**src/rtl/apb_master_if.sv**
```systemverilog
// apb_master_if: command-side and APB-side signals of the apb_master, grouped with master/slave views
interface apb_master_if #(
   parameter int ADDR_WIDTH = 32,
   parameter int DATA_WIDTH = 32
) ();
   logic [1:0]            cmd;
   logic [ADDR_WIDTH-1:0] saddr;
   logic [DATA_WIDTH-1:0] wdata;
   logic                  pready;
   logic [DATA_WIDTH-1:0] prdata;
   logic                  psel0;
   logic                  penable;
   logic                  pwrite;
   logic [ADDR_WIDTH-1:0] paddr;
   logic [DATA_WIDTH-1:0] pwdata;
   logic [DATA_WIDTH-1:0] rdata;
   modport master (
      input  cmd, saddr, wdata, pready, prdata,
      output psel0, penable, pwrite, paddr, pwdata, rdata
   );
   modport slave (
      output cmd, saddr, wdata, pready, prdata,
      input  psel0, penable, pwrite, paddr, pwdata, rdata
   );
endinterface

```
**src/rtl/apb_master.sv**
```systemverilog
// apb_master: single-slave APB master turning cmd/saddr/wdata into APB transfers; APB_MASTER_B2B_EN enables back-to-back transfers
module apb_master (
   input logic          pclk,
   input logic          presetn,
   apb_master_if.master bus
);
   typedef enum logic [1:0] {IDLE, SETUP, ACCESS} state_t;
   state_t state;
   logic   start;
   logic   is_wr;
   assign is_wr = bus.cmd == 2'b10;
   assign start = bus.cmd == 2'b01 || is_wr;
   // APB phase sequencing with registered bus outputs; a new command latches address, direction and write data
   always_ff @(posedge pclk or negedge presetn)
      if (!presetn) begin
         state       <= IDLE;
         bus.psel0   <= 1'b0;
         bus.penable <= 1'b0;
         bus.pwrite  <= 1'b0;
         bus.paddr   <= '0;
         bus.pwdata  <= '0;
         bus.rdata   <= '0;
      end else begin
         case (state)
            IDLE:
               if (start) begin
                  state      <= SETUP;
                  bus.psel0  <= 1'b1;
                  bus.paddr  <= bus.saddr;
                  bus.pwrite <= is_wr;
                  if (is_wr) bus.pwdata <= bus.wdata;
               end
            SETUP: begin
               state       <= ACCESS;
               bus.penable <= 1'b1;
            end
            ACCESS:
               if (bus.pready) begin
                  bus.penable <= 1'b0;
                  if (!bus.pwrite) bus.rdata <= bus.prdata;
`ifdef APB_MASTER_B2B_EN
                  if (start) begin
                     state      <= SETUP;
                     bus.paddr  <= bus.saddr;
                     bus.pwrite <= is_wr;
                     if (is_wr) bus.pwdata <= bus.wdata;
                  end else begin
                     state     <= IDLE;
                     bus.psel0 <= 1'b0;
                  end
`else
                  state     <= IDLE;
                  bus.psel0 <= 1'b0;
`endif
               end
            default: state <= IDLE;
         endcase
      end
endmodule

```
**src/flat_wrapper.sv**
```systemverilog
// flat-port wrapper written by rule: the top's interface ports become plain ports
module apb_master_flat 
  (pclk, presetn, bus_cmd, bus_saddr, bus_wdata, bus_pready, bus_prdata, bus_psel0, bus_penable, bus_pwrite, bus_paddr, bus_pwdata, bus_rdata);
  apb_master_if #(.ADDR_WIDTH(32), .DATA_WIDTH(32)) bus_i ();
  input logic pclk;
  input logic presetn;
  input wire logic [$bits(bus_i.cmd)-1:0] bus_cmd;
  input wire logic [$bits(bus_i.saddr)-1:0] bus_saddr;
  input wire logic [$bits(bus_i.wdata)-1:0] bus_wdata;
  input wire logic [$bits(bus_i.pready)-1:0] bus_pready;
  input wire logic [$bits(bus_i.prdata)-1:0] bus_prdata;
  output wire logic [$bits(bus_i.psel0)-1:0] bus_psel0;
  output wire logic [$bits(bus_i.penable)-1:0] bus_penable;
  output wire logic [$bits(bus_i.pwrite)-1:0] bus_pwrite;
  output wire logic [$bits(bus_i.paddr)-1:0] bus_paddr;
  output wire logic [$bits(bus_i.pwdata)-1:0] bus_pwdata;
  output wire logic [$bits(bus_i.rdata)-1:0] bus_rdata;
  assign bus_i.cmd = bus_cmd;
  assign bus_i.saddr = bus_saddr;
  assign bus_i.wdata = bus_wdata;
  assign bus_i.pready = bus_pready;
  assign bus_i.prdata = bus_prdata;
  assign bus_psel0 = bus_i.psel0;
  assign bus_penable = bus_i.penable;
  assign bus_pwrite = bus_i.pwrite;
  assign bus_paddr = bus_i.paddr;
  assign bus_pwdata = bus_i.pwdata;
  assign bus_rdata = bus_i.rdata;
  apb_master u_core (.pclk(pclk), .presetn(presetn), .bus(bus_i));
endmodule
```
**config.mk**
```make
export PLATFORM = sky130hd
export DESIGN_NAME = apb_master_flat
export DESIGN_NICKNAME = d
export VERILOG_FILES = /design/src/rtl/apb_master_if.sv /design/src/rtl/apb_master.sv /design/src/flat_wrapper.sv
export SDC_FILE = /design/constraint.sdc
export NUM_CORES = 1
export LEC_CHECK = 0
export BUFFER_PORTS_ARGS = -buffer_cell sky130_fd_sc_hd__buf_4
export CORE_UTILIZATION = 45
export CTS_CLUSTER_DIAMETER = 50
export DETAILED_ROUTE_END_ITERATION = 12
export GPL_TIMING_DRIVEN = 1
export PLACE_DENSITY = 0.8
export SYNTH_ARGS = -nofsm -noshare
export SYNTH_HDL_FRONTEND = slang
export SYNTH_SLANG_ARGS = --single-unit
export TNS_END_PERCENT = 100
```
**constraint.sdc**
```tcl
create_clock -name pclk -period 2.09 [get_ports pclk]
set_clock_uncertainty 0.05 [all_clocks]
set_input_delay 0.418 -clock pclk [delete_from_list [all_inputs] [get_ports pclk]]
set_output_delay 0.418 -clock pclk [all_outputs]
set_load 0.1 [all_outputs]
```
Word level (Yosys, flattened, before mapping)
Index checks and enable logic that the tools add are counted.

storage, ports and cells
  ROM bits = 0
  memory bits (writable) = 0
  memories kept = 0
  word-level logic and storage cells = 31
  bits in latches = 0
  register bits after elaboration = 101

cells by class
  muxes and demuxes = 7
  order comparisons = 0
  $mul = 0
  add/sub/neg operators = 0
  reduce and logical (&&, ||, !) cells = 10
  shifts and indexed selects = 0
  equality and inequality tests = 6
  divide/modulo/power cells = 0
  bitwise gates (word level) = 1

operators with widths
  cell                number
  $reduce_and 3->1    3
  $pmux 2 s3          1
  $reduce_and 2->1    3
  $eq 2x1->1 const B  2
  $eq 2x2->1 const B  2
  $mux 2              2
  $pmux 1 s2          2
  $reduce_bool 2->1   2
  $logic_not 2->1     1
  $mux 1              2
  $ne 2x1->1 const B  1
  $ne 2x2->1 const B  1
  $logic_or 1x1->1    1
  $not 1->1           1

Longest topological paths before layout
  depth after elaboration = 4
  depth in mapped cells = 5
  mapped depth without buffers = 5

Worst setup path after synthesis
Ideal clock, no wire load.

  path kind = register to register
  start point = register u_core.bus.pwrite
  end point = register u_core.bus.rdata[12]
  period minus slack after synthesis = 1.852 ns
  setup slack = 0.238 ns
  data required time = 1.915 ns
  cell stages (with the launch flop) = 4
  data arrival time = 1.676 ns
  path buffers = 1
  path through = dfrtp_1 nor3_4 buf_6 mux2_2

on the way
  longest elaborated chain between the ends = 2

ends and longest elaborated chain
  what                               line                 RTL
  start, declared                    apb_master_if.sv:19  output psel0, penable, pwrite, paddr, pwdata, rdata
  start signal, assigned             apb_master.sv:30     bus.pwrite <= is_wr;
  $not 1->1 (no source line)         n/a
  $reduce_and 3->1 (no source line)  n/a
  end signal, assigned               apb_master.sv:40     if (!bus.pwrite) bus.rdata <= bus.prdata;
  end, declared                      apb_master_if.sv:19

Every way passes these cells.
A chain may end at the register's enable or synchronous reset.

Worst setup path after layout
  start point = register u_core.state[1]
  end point = register u_core.bus.rdata[27]

on the way
  longest elaborated chain between the ends = 2

ends and longest elaborated chain
  what                               line              RTL
  start, declared                    apb_master.sv:8   state_t state;
  start signal, assigned             apb_master.sv:16  state <= IDLE;
  start signal, assigned             apb_master.sv:27  state <= SETUP;
  start signal, assigned             apb_master.sv:34  state <= ACCESS;
  $eq 2x2->1                         apb_master.sv:24  case (state)
  $reduce_and 3->1 (no source line)  n/a

Every way passes these cells.

==> summary.txt <==
GRT
  • Vias in the first global route: 2677
  • GRT Total Usage: 0.188
  • First-pass GRT wire length: 12700 µm
  • Largest net degree at the start of global routing: 62
  • Initial antenna violation count: 0
  • Total global routing overflow: 0

Synth
  • Dominant cells by area after synthesis: dfrtp_1 65%, mux2_2 26%, buf_6 2.9%
  • Synth Area in XOR/XNOR: 0
  • Synth Cell Area: between 3000 and 4000 µm²
  • Post-synth top area share: 0.654
  • Simple logic cell fraction of the synthesized area: 0.0178
  • Leading area contributor after synthesis: dfrtp_1
  • Synth Area in Adders: 0.00324
  • Seq cells post-synth: 101
  • Cell count after synthesis: 225
  • Multiplexer share of the synthesized area: 0.285
  • Syn avg cell area: 17.2 µm²
  • Syn_nets: roughly 330
  • Netlist cell types: 15
  • Ys Warns: 0
  • Seq/Total Area, Yosys: 0.654
  • Largest family of logic cells by synthesized area: multiplexers
  • Synth Area in Compound Gates: 0.00518

Floorplanning
  • DIE WIDTH: roughly 95 µm
  • # IOs: 200
  • Starting Density: 0.468
  • Die area: 8960 µm²
  • Chip height: roughly 95 µm
  • Placeable Area: 8260 µm²
  • Rows: 33

Layout
  • Most frequent cells in the layout: 199 x buf_4, 101 x dfrtp_1, 89 x mux2_2
  • Final nets: 532
  • Fin cells: 540
  • Inserted Diodes: 0
  • Commonest non-fill, non-tap cell in the layout: buf_4
  • Layout area overhead: 47.0%
  • Fillcell total: between 600 and 700
  • Layout cells sized above 1: 0.717

Timing
  • Final hold violations: 0
  • Least-Margin Pin Slew: 0.418 ns
  • Final setup violation count: 0
  • Period utilization: 0.773
  • FMAX: 0.619 GHz
  • Relative slew slack: 0.721
  • Setup TNS: 0 ns
  • Fin. max-slew vios: 0
  • Post-layout min period: approximately 1.6 ns
  • Final Worst Setup Slack: 0.475 ns
  • RSZ-0062 raised after global routing: no

Placement
  • RD Place Congestion: 0.727
  • Placed Cells: about 520
  • DPL Wire Length: 6300 µm
  • Port bufs: 199
  • Place WS: around 0.28 ns

Critical path
  • Setup crit end kind: register
  • R2R setup slack: around 0.47 ns
  • Kind of critical path: register to register
  • Data required time of the critical path: approximately 2.3 ns
  • Crit-path cells: nand2_2 > nor3_4 > buf_12 > mux2_2
  • CP startpoint kind: register
  • Biggest cell delay along the critical path: 0.56 ns
  • CP max-delay cell: dfrtp_1
  • CP arrival: 1.79 ns
  • Worst-path fanout max: 32

Routing
  • Final wirelength: 8310 µm
  • Drt drc: 0
  • Vias per std cell: a little under 5
  • First-pass DRT Iterations: 5
  • Vias: 2599
  • ANT nets after route: 0
  • Drt first-iter violations: between 40 and 50
  • DR WL/cell: 15.4 µm

Clock network
  • Post_cts resized: 0
  • Post-CTS setup buffer count: 0
  • Cts-stage hold buffer count: 1
  • Root buf cell: clkbuf_8
  • Clock sink count: between 100 and 150
  • Max Root-Sink Buffers: 2
  • Clock-pin slew on the worst setup and hold paths: approximately 0.1 ns
  • Max H-tree Level: 3
  • TritonCTS clock tree: yes
  • Num CTS Buffers: 9
  • Worst-Skew Late Latency: 0.34 ns

Worst hold path
  • Hold WC Path Type: primary input to register

Outcome
  • Status: finished, final reports clean

Run
  • Max cap viols: 0
-- cell usage after synthesis --
library cell / instances
dfrtp_1: 101
mux2_2: 89
buf_6: 10
mux2_1: 8
a21oi_1: 3
inv_1: 3
nor2_1: 2
nor3_4: 2
buf_4: 1
ha_1: 1
mux2i_1: 1
nand2_1: 1
nand2_2: 1
nor3b_4: 1
o21ai_0: 1
-- through the flow --
step	instance area [µm²]	util	hold WS, ns
after detailed placement	5470	0.662	0.373
final	5680	0.688	0.232
after global routing	5680	0.688	0.223
after CTS	5680	0.688	0.219
after global placement	5470	0.662	0.365
after floorplan	3860	-	0.0724
-- sequential cells by signal (all words and copies together) (netlist names) --
register	count
u_core.state	2
u_core.bus.pwrite	1
u_core.bus.pwdata	32
u_core.bus.penable	1
u_core.bus.rdata	32
u_core.bus.paddr	32
u_core.bus.psel0	1
-- area by class of cell --
class,instances,area (µm²),share of cell area
clock buffers,11,141,0.0249
clock inverters,5,60.1,0.0106
inverters,3,11.3,0.00198
multi-input cells,110,1200,0.212
flip-flops and latches,101,2530,0.445
well taps,105,131,0.0231
repair buffers,205,1600,0.282
-- cell families after synthesis --
logic type,after synthesis
flip-flops,101
AO/OA/AOI/OAI,4
AND/OR/NAND/NOR,7
multiplexers,98
adder cells (fa/ha/maj),1
buffers and inverters,14
-- worst max-delay path, delay by kind of cell (launching register included) --
| kind | cells | cell delay [ns] |
|---|---|---|
| DFF | 1 | 0.56 |
| muxes | 1 | 0.36 |
| and+or+nand+nor | 2 | 0.29 |
| buffers and inverters | 1 | 0.22 |
-- routing by layer --
| layer | GRT usage | share of wire |
|---|---|---|
| met4 | 0.0644 | 0.0087 |
| met5 | 0 | 0 |
| met1 | 0.225 | 0.38 |
| met3 | 0.0628 | 0.099 |
| met2 | 0.317 | 0.51 |
-- path summary, 6_finish.rpt --
path | start | end | depth (start not counted)
max | u_core.state[1] | u_core.bus.rdata[27] | 4
min | bus_saddr[11] | u_core.bus.paddr[11] | 2
max reg2reg | u_core.state[1] | u_core.bus.rdata[27] | 4
min reg2reg | u_core.bus.paddr[2] | u_core.bus.paddr[2] | 1
max in group asynchronous | presetn | u_core.bus.paddr[21] | 3
min in group asynchronous | presetn | u_core.bus.pwdata[11] | 3
Power is left out: the tool's default activity adds up to more than one toggle a clock period on the data nets, which glitch-free logic cannot reach.
